File: config.mk
export PLATFORM = sky130hd
export DESIGN_NAME = seg_scan_decoder
export DESIGN_NICKNAME = d
export VERILOG_FILES = /design/src/rtl/seg_scan_decoder.sv
export SDC_FILE = /design/constraint.sdc
export NUM_CORES = 1
export LEC_CHECK = 0
export ABC_AREA = 1
export BUFFER_PORTS_ARGS = -buffer_cell sky130_fd_sc_hd__clkbuf_2
export CORE_MARGIN = 1
export CORE_UTILIZATION = 54
export CTS_BUF_LIST = sky130_fd_sc_hd__clkbuf_16
export CTS_CLUSTER_DIAMETER = 200
export DETAILED_ROUTE_END_ITERATION = 8
export PLACE_DENSITY_LB_ADDON = 0.08
export SLEW_MARGIN = 20
export SYNTH_ARGS = -nofsm -noshare
export SYNTH_HDL_FRONTEND = slang
export SYNTH_SLANG_ARGS = --single-unit
File: constraint.sdc
create_clock -name clk -period 2.6 [get_ports clk]
set_input_delay 0.13 -clock clk [delete_from_list [all_inputs] [get_ports clk]]
set_output_delay 0.13 -clock clk [all_outputs]
set_load 0.01 [all_outputs]
File: src/rtl/seg_scan_decoder.sv
// rtl/seg_scan_decoder.sv - seven-segment scan bus decoder; optional decimal point via SEG_SCAN_DP_EN
module seg_scan_decoder #(
    parameter int NUM_DIGITS    = 4,
    parameter int STABLE_CYCLES = 16
) (
    input  logic                      clk,
    input  logic                      reset,
    input  logic [6:0]                seg,
    input  logic [NUM_DIGITS-1:0]     an,
`ifdef SEG_SCAN_DP_EN
    input  logic                      dp,
    output logic [NUM_DIGITS-1:0]     out_dp,
`endif
    output logic [4*NUM_DIGITS-1:0]   out_value,
    output logic [NUM_DIGITS-1:0]     out_bad,
    output logic                      out_valid,
    input  logic                      out_ready,
    output logic                      frame_err,
    output logic                      drop
);

    localparam int SW = NUM_DIGITS + 8;
    localparam int IW = $clog2(NUM_DIGITS);
    localparam logic [7:0] STABLE_MAX = 8'(STABLE_CYCLES);
    localparam logic [7:0] STABLE_M1  = 8'(STABLE_CYCLES - 1);

    typedef enum logic {
        SYNC,
        COLLECT
    } state_t;

    logic                    dp_in;
`ifdef SEG_SCAN_DP_EN
    assign dp_in = dp;
`else
    assign dp_in = 1'b1;
`endif

    logic [SW-1:0]           sample_q, prev_q;
    logic [7:0]              cnt_q, cnt_d;
    state_t                  state_q, state_d;
    logic [NUM_DIGITS-1:0]   mask_q, mask_d;
    logic [4*NUM_DIGITS-1:0] shadow_val_q, shadow_val_d;
    logic [NUM_DIGITS-1:0]   shadow_bad_q, shadow_bad_d;
    logic [4*NUM_DIGITS-1:0] out_value_q, out_value_d;
    logic [NUM_DIGITS-1:0]   out_bad_q, out_bad_d;
    logic                    out_valid_q, out_valid_d;
    logic                    frame_err_q, frame_err_d;
    logic                    drop_q, drop_d;
    logic                    complete;

    logic [NUM_DIGITS-1:0]   an_s, sel;
    logic [6:0]              seg_s;
    logic                    an_ok, stable_ok, capture;
    logic [IW-1:0]           dig;
    logic [3:0]              nib;
    logic                    nib_bad;

    assign seg_s     = sample_q[6:0];
    assign an_s      = sample_q[7 +: NUM_DIGITS];
    assign sel       = ~an_s;
    assign an_ok     = (sel != '0) &&
                       ((sel & (sel - {{(NUM_DIGITS-1){1'b0}}, 1'b1})) == '0);
    assign stable_ok = (sample_q == prev_q) && an_ok;
    // Capture on the single increment that reaches the threshold; the counter then parks.
    assign capture   = stable_ok && (cnt_q == STABLE_M1);

    always_comb begin
        dig = '0;
        for (int i = 0; i < NUM_DIGITS; i++) begin
            if (sel[i]) dig = IW'(i);
        end
    end

    always_comb begin
        nib     = 4'h0;
        nib_bad = 1'b0;
        case (seg_s)
            7'b1000000: nib = 4'h0;
            7'b1111001: nib = 4'h1;
            7'b0100100: nib = 4'h2;
            7'b0110000: nib = 4'h3;
            7'b0011001: nib = 4'h4;
            7'b0010010: nib = 4'h5;
            7'b0000010: nib = 4'h6;
            7'b1111000: nib = 4'h7;
            7'b0000000: nib = 4'h8;
            7'b0010000: nib = 4'h9;
            7'b0001000: nib = 4'hA;
            7'b0000011: nib = 4'hB;
            7'b1000110: nib = 4'hC;
            7'b0100001: nib = 4'hD;
            7'b0000110: nib = 4'hE;
            7'b0001110: nib = 4'hF;
            7'b1111111: nib = 4'h0;
            default:    nib_bad = 1'b1;
        endcase
    end

    always_comb begin
        cnt_d = cnt_q;
        if (!stable_ok)              cnt_d = 8'd0;
        else if (cnt_q != STABLE_MAX) cnt_d = cnt_q + 8'd1;
    end

    always_comb begin
        state_d      = state_q;
        mask_d       = mask_q;
        shadow_val_d = shadow_val_q;
        shadow_bad_d = shadow_bad_q;
        frame_err_d  = 1'b0;
        complete     = 1'b0;
        if (capture) begin
            if (state_q == SYNC) begin
                if (dig == '0) begin
                    shadow_val_d[3:0] = nib;
                    shadow_bad_d[0]   = nib_bad;
                    mask_d            = {{(NUM_DIGITS-1){1'b0}}, 1'b1};
                    state_d           = COLLECT;
                end
            end else begin
                shadow_val_d[{dig, 2'b00} +: 4] = nib;
                shadow_bad_d[dig]               = nib_bad;
                if (mask_q[dig]) begin
                    frame_err_d = 1'b1;
                    mask_d      = '0;
                end
                mask_d[dig] = 1'b1;
                if (&mask_d) begin
                    complete = 1'b1;
                    mask_d   = '0;
                end
            end
        end
    end

    always_comb begin
        out_value_d = out_value_q;
        out_bad_d   = out_bad_q;
        out_valid_d = out_valid_q;
        drop_d      = 1'b0;
        if (out_valid_q && out_ready) out_valid_d = 1'b0;
        if (complete) begin
            if (!out_valid_q || out_ready) begin
                out_value_d = shadow_val_d;
                out_bad_d   = shadow_bad_d;
                out_valid_d = 1'b1;
            end else begin
                drop_d = 1'b1;
            end
        end
    end

    always_ff @(posedge clk) begin
        if (reset) begin
            sample_q     <= '1;
            prev_q       <= '1;
            cnt_q        <= 8'd0;
            state_q      <= SYNC;
            mask_q       <= '0;
            shadow_val_q <= '0;
            shadow_bad_q <= '0;
            out_value_q  <= '0;
            out_bad_q    <= '0;
            out_valid_q  <= 1'b0;
            frame_err_q  <= 1'b0;
            drop_q       <= 1'b0;
        end else begin
            sample_q     <= {dp_in, an, seg};
            prev_q       <= sample_q;
            cnt_q        <= cnt_d;
            state_q      <= state_d;
            mask_q       <= mask_d;
            shadow_val_q <= shadow_val_d;
            shadow_bad_q <= shadow_bad_d;
            out_value_q  <= out_value_d;
            out_bad_q    <= out_bad_d;
            out_valid_q  <= out_valid_d;
            frame_err_q  <= frame_err_d;
            drop_q       <= drop_d;
        end
    end

`ifdef SEG_SCAN_DP_EN
    logic [NUM_DIGITS-1:0] shadow_dp_q, shadow_dp_d, out_dp_q, out_dp_d;

    always_comb begin
        shadow_dp_d = shadow_dp_q;
        out_dp_d    = out_dp_q;
        if (capture && (state_q == COLLECT || dig == '0)) shadow_dp_d[dig] = sample_q[SW-1];
        if (complete && (!out_valid_q || out_ready))      out_dp_d         = shadow_dp_d;
    end

    always_ff @(posedge clk) begin
        if (reset) begin
            shadow_dp_q <= '0;
            out_dp_q    <= '0;
        end else begin
            shadow_dp_q <= shadow_dp_d;
            out_dp_q    <= out_dp_d;
        end
    end

    assign out_dp = out_dp_q;
`endif

    assign out_value = out_value_q;
    assign out_bad   = out_bad_q;
    assign out_valid = out_valid_q;
    assign frame_err = frame_err_q;
    assign drop      = drop_q;

endmodule

==> results of run 1 <==
[cells in the mapped netlist, types with 3 or more instances]
cell	number	area share, %
clkbuf_1	9	0.90
inv_1	86	8.6
dfxtp_1	78	41
nand4_1	17	2.8
nor3_1	9	1.2
nand3_1	19	2.5
o21bai_1	9	1.8
inv_2	7	0.70
nand2_1	201	20
or2_2	13	2.2
o21ai_0	12	1.6
a21oi_1	26	3.5
nor2_1	77	7.7
nor2_2	3	0.50
[worst max-delay path by stage]
stage,start,end,slack (ns)
2_1_floorplan,cnt_q[0],out_value[11],0.80
3_3_place_gp,sample_q[0],out_value[15],0.52
3_5_place_dp,cnt_q[0],out_value[4],0.47
4_1_cts,cnt_q[0],out_value[0],0.46
5_1_grt,sample_q[0],out_value[1],0.19
6_report,sample_q[3],out_value[3],0.45
[flip-flops by register name, indices dropped and copies added, names as in the netlist]
signal        flops
drop              1
cnt_q             8
out_valid         1
out_bad           4
prev_q           11
state_q           1
mask_q            4
shadow_val_q     16
frame_err         1
shadow_bad_q      4
sample_q         11
out_value        16
[worst max-delay path, delay by kind of cell (launching register included)]
| kind | cells | cell delay [ns] |
|---|---|---|
| AND/OR/NAND/NOR | 9 | 0.98 |
| flip-flops | 1 | 0.42 |
| buffers and inverters | 2 | 0.41 |
| AO/OA/AOI/OAI | 1 | 0.22 |
[logic make-up after synthesis]
| kind of cell | after synthesis |
|---|---|
| AND/OR/NAND/NOR | 347 |
| buffers and inverters | 106 |
| flip-flops | 78 |
| AO/OA/AOI/OAI | 52 |
| adder cells (fa/ha/maj) | 2 |
| XOR/XNOR | 1 |
[per-stage QoR]
step / cells / hold WS, ns / area, sq um / setup WS [ns]
global route: 720 / 0.0793 / 4400 / 0.188
global placement: 693 / 0.314 / 4010 / 0.524
finish: 720 / 0.0638 / 4400 / 0.446
detailed placement: 693 / 0.314 / 4010 / 0.475
floorplan: 586 / 0.234 / 3760 / 0.799
CTS: 720 / 0.0618 / 4400 / 0.458
[layer usage]
metal / up-vias / track usage, % / wire, um
met1: 1546 / 31.0 / 3950
li1: 1894 / - / -
met2: 106 / 42.5 / 3750
met5: - / 0 / 0
met4: 0 / 12.0 / 174
met3: 17 / 3.40 / 366
[cell type report]
| class | instances | area [sq um] | area share, % |
|---|---|---|---|
| Multi-Input combinational cell | 402 | 1790 | 40.7 |
| Sequential cell | 78 | 1560 | 35.5 |
| Inverter | 94 | 353 | 8.02 |
| Timing Repair Buffer | 50 | 313 | 7.11 |
| Clock buffer | 9 | 225 | 5.12 |
| Tap cell | 80 | 100 | 2.28 |
| Clock inverter | 7 | 57.6 | 1.31 |
[power breakdown]
part	total [W]	switching [W]	internal, W
combinational	0.000164	0.000102	0.0000616
clock	0.00118	0.000524	0.000657
sequential	0.00123	0.0000172	0.00121
==> key figures, run 1 <==
Yosys
  • Ys flop type: dfxtp_1
  • Synth Area in XOR/XNOR: less than 1%
  • Sequential share of the synthesized area: 41.5%
  • Multiplexer share of the synthesized area: 0%
  • Synth async-reset ratio: 0%
  • YS warnings: 0
  • Unique masters post-synth: 29
  • Compound-Gate Fraction of Synth Area: 7.81%
  • Synth Area in Simple Gates: roughly two fifths
  • Synthesized cell area: roughly 3800 sq um
  • Post-synth EDFFs: 0
  • Cells after Synth: between 500 and 600
  • Adder-cell area share of the yosys netlist: less than 1%
  • Yosys reg bits: between 70 and 80
  • Synthesized Nets: between 600 and 700
  • Main combinational cell family by area after synthesis: simple AND/OR/NAND/NOR gates
  • Mapped Avg Cell Area: about 6.4 sq um

Finish
  • Fin nets: 651
  • P&R area growth vs syn: 16.9%
  • Most common cell after layout, fill and taps aside: nand2_1
  • Fill cells: ~610
  • Most frequent cells in the layout: 201 x nand2_1, 86 x inv_1, 78 x dfxtp_1
  • Final Util: approximately two thirds
  • Share of post-route cells with drive strength above 1: about an eighth
  • Ant. Diodes: 0

CTS
  • CTS tree: built
  • CTS Sinks: between 70 and 80
  • Clock transition at the registers of the reported paths: about 0.060 ns
  • CTS Root Buffer Type: clkbuf_16
  • Clk_lat worst skew: approximately 0.34 ns
  • Post_cts resized: 0
  • Post CTS Setup Buffer Count: 0
  • Clock Path Buffers: 2
  • TritonCTS Buffers: 9
  • H-tree levels: 3
  • Cts hold-fix bufs: 11

Global route
  • Largest net degree at the start of global routing: 47
  • First-pass GRT wire length: 14,300 um
  • Total GRT Usage: around a quarter
  • Grt total ovfl: 0
  • Initial antenna violation count: 0
  • Number of global-route vias before repair: about 3,300

Worst hold path
  • Hold path start: out_ready
  • Hold Path Stages: 4
  • Hold path endpoint: drop
  • Min-delay worst type: input port to flip-flop

Critical path
  • Kind of critical path: flip-flop to flip-flop
  • Cell Chain, Critical Path: inv_1 -> nand2_1 -> nand2_1 -> nor2_1 -> nand2_1 -> nor2_1 -> nand2_1 -> nor3_4 -> nand3_2 -> buf_4 -> o21ai_0 -> nor2_1
  • Reg2reg path depth: 12
  • Critical Path RT: ~2.8 ns
  • Critical Path End Type: flip-flop
  • Top fanout value on the critical path: 39
  • Critical Path Start Type: flip-flop
  • R2r setup slk: about 0.45 ns
  • Crit-path max cell delay: 0.42 ns
  • Arrival @ worst endpoint: ~2.4 ns
  • RR Startpoint: sample_q[3]
  • Most used cell, CP: nand2_1
  • Slowest-stage cell, CP: dfxtp_1
  • RR Endpoint: out_value[3]

Placement
  • RePlAce Congestion: slightly below 1
  • HPWL after DPL: 5840 um
  • Port Buffers: 36

Flow run
  • Max-Cap Viols: 0

Floorplan
  • Die footprint: 7310 sq um
  • Die Width: 85.5 um
  • Io pins: 37
  • Die Y: around 85 um
  • Starting Density: 55.7%
  • Core Region: slightly below 7000 sq um
  • # rows: 30

Timing
  • Slew Viols, Final: 0
  • Fin crit share: 82.8%
  • Relative max-transition margin: a little under half
  • Final hold violation count: 0
  • Layout Skew: between 0.009 and 0.01 ns
  • Worst Tran Pin Value: about 0.81 ns
  • Highest clock rate: around 460 MHz
  • Unrepaired setup endpoints after global routing: false
  • Setup_tns: 0 ns
  • Setup violators final: 0
  • Tmin final: around 2.2 ns

Drt
  • Routed wire length: 8240 um
  • DR pass1 iterations: 5
  • WL per Instance: between 10 and 15 um
  • Routed Antenna Nets: 0
  • Via count: 3,563
  • Vias/cell: 4.95
  • Starting DRC count in detailed routing: 190
  • DRC errors left: 0

Power and ir drop
  • Power per cell area: a little under 600 nW/um^2
  • Total power draw: roughly 0.0026 W
  • Max rail drop VDD: about 390 uV
  • Leak: 2.31 nW

Outcome
  • Status: finished, final reports clean
Note: power is estimated with default switching activity, not from simulation.
==> run 2: changes to the inputs <==
clock period = 2 ns   (was 2.6 ns; I/O delays follow)
==> key figures, run 2 (synthesis gave the netlist of run 1 again) <==
Outcome
  • Status: finished, final reports clean

Critical path
  • Arrival @ worst endpoint: about 2.1 ns
  • Kind of critical path: flip-flop to flip-flop
  • Reg2reg path depth: 7
  • R2r setup slk: between 0.1 and 0.15 ns
  • Critical Path RT: 2.23 ns
  • Critical Path Start Type: flip-flop
  • Top fanout value on the critical path: 26
  • RR Startpoint: cnt_q[5]
  • Critical Path End Type: flip-flop
  • RR Endpoint: out_value[3]

Global route
  • First-pass GRT wire length: 15,000 um
  • Total GRT Usage: about 26%
  • Initial antenna violation count: 0
  • Number of global-route vias before repair: around 3,400
  • Grt total ovfl: 0
  • Largest net degree at the start of global routing: 37

Timing
  • Setup_tns: 0 ns
  • Fin crit share: 93.6%
  • Layout Skew: slightly above 0.006 ns
  • Worst Tran Pin Value: about 0.6 ns
  • Final WS setup: approximately 0.13 ns
  • Relative max-transition margin: roughly three fifths
  • Slew Viols, Final: 0
  • Setup violators final: 0
  • Final hold violation count: 0
  • Tmin final: 1.87 ns
  • Final hold slack: ~0.037 ns
  • Highest clock rate: 534 MHz

Finish
  • Share of post-route cells with drive strength above 1: 20.0%
  • Area of the multi-input gates: 1870 sq um
  • Most common cell after layout, fill and taps aside: nand2_1
  • Fill cells: slightly below 600
  • Fin nets: about 670
  • Register Area: between 1500 and 2000 sq um
  • Cell area after layout: 4700 sq um
  • P&R area growth vs syn: 24.9%
  • Ant. Diodes: 0
  • Most frequent cells in the layout: 199 x nand2_1, 84 x inv_1, 70 x nor2_1

Power and ir drop
  • Net Sw Frac: 22.4%
  • Max rail drop VDD: 499 uV
  • NetSw: a little under 0.0008 W
  • Comb pwr share: slightly below 7%
  • Power share of the clock group: between 40% and 50%
  • Internal power: roughly 0.0028 W
  • Total power draw: 0.00356 W
  • Flop pwr share: about 45%
  • Power per cell area: about 760 nW/um^2
  • Leak: ~2.4 nW

Flow run
  • Max-Cap Viols: 0

Floorplan
  • Die footprint: ~7300 sq um
  • # rows: 30
  • Core Region: approximately 6800 sq um
  • Die Y: roughly 85 um
  • Die Width: 85.5 um
  • Io pins: 37
  • Starting Density: between 50% and 60%

CTS
  • H-tree levels: 3
  • CTS tree: built
  • CTS Root Buffer Type: clkbuf_16
  • CTS Sinks: 78
  • Clk_lat worst skew: approximately 0.33 ns
  • TritonCTS Buffers: 9
  • Clock transition at the registers of the reported paths: 0.06 ns
  • Clock Path Buffers: 2

Worst hold path
  • Min-delay worst type: input port to flip-flop
  • Hold path start: out_ready
  • Hold Path Stages: 4
  • Hold path endpoint: drop

Placement
  • Placed Area: slightly above 4000 sq um
  • Port Buffers: 36
  • RePlAce Congestion: 0.935
  • Dpl ws: -0.0720 ns
  • HPWL after DPL: a little over 6000 um

Drt
  • Metal3 WL: between 400 and 500 um
  • Starting DRC count in detailed routing: between 150 and 200
  • Vias/cell: 5.06
  • Via count: ~3,800
  • DR pass1 iterations: 4
  • Routed wire length: roughly 8700 um
  • Routed Antenna Nets: 0
  • DRC errors left: 0
  • DRT met1 WL: roughly 4000 um
  • WL per Instance: between 10 and 15 um
  • Max Used Layer: met4
  • Met2 WL: 4120 um
[run 2: changes by cell type in the layout (fill, tap and decap cells not counted), moves of 5 or more]
cell     change
nor2_2       +5
nor2_1       -7
buf_4       +19
o21ai_0      -5
dfxtp_2     +12
dfxtp_1     -12
[run 2: layout make-up]
cell class,instances,area share (%)
Multi-Input combinational cell,402,39.7
Sequential cell,78,33.5
Timing Repair Buffer,71,10.4
Inverter,94,7.56
Clock buffer,9,4.79
Tap cell,80,2.13
Clock inverter,7,1.92
[run 2: power by group through the flow]
stage          clock network, W  registers [W]  logic, W
2_1_floorplan                 0        0.00163  0.000145
3_3_place_gp                  0        0.00163  0.000211
3_5_place_dp                  0        0.00163  0.000212
4_1_cts                 0.00174        0.00160  0.000232
5_1_grt                 0.00181        0.00160  0.000273
6_report                0.00171        0.00160  0.000242
[run 2: per-stage QoR]
step / utilization, % / instances
global placement: 61.5 / 711
detailed placement: 61.5 / 711
floorplan: - / 586
global route: 69.6 / 741
CTS: 68.2 / 741
finish: 69.6 / 741
[run 2: metal layers]
metal,vias to the layer above,GRT usage (%)
met5,-,0
met4,0,9.85
met3,17,4.67
li1,1943,-
met1,1695,33.6
met2,96,42.5
[run 2: worst max path at each step]
stage / to / depth (start not counted) / from / slack [ns]
2_1_floorplan: out_value[11] / 12 / cnt_q[0] / 0.20
3_3_place_gp: out_value[13] / 11 / sample_q[1] / -0.08
3_5_place_dp: out_value[13] / 12 / cnt_q[0] / -0.07
4_1_cts: out_value[1] / 10 / sample_q[8] / 0.008
5_1_grt: out_value[2] / 12 / sample_q[3] / -0.009
6_report: out_value[3] / 7 / cnt_q[5] / 0.13
[run 2: what timing repair did]
action                                  in CTS  in global routing
hold endpoints to repair                    11                  0
pin swaps                                    3                  2
endpoints found under the setup margin      14                 43
hold buffers                                11                  0
setup buffers                                3                  0
resized for setup                            5                 35
[run 2: worst max-delay path, cell delays in order (launching register included)]
cell,delay [ns]
dfxtp_1,0.34
nor3_1,0.51
nand2_4,0.15
nor3_4,0.22
nand3_2,0.14
buf_12,0.19
o21ai_0,0.17
nor2_1,0.06
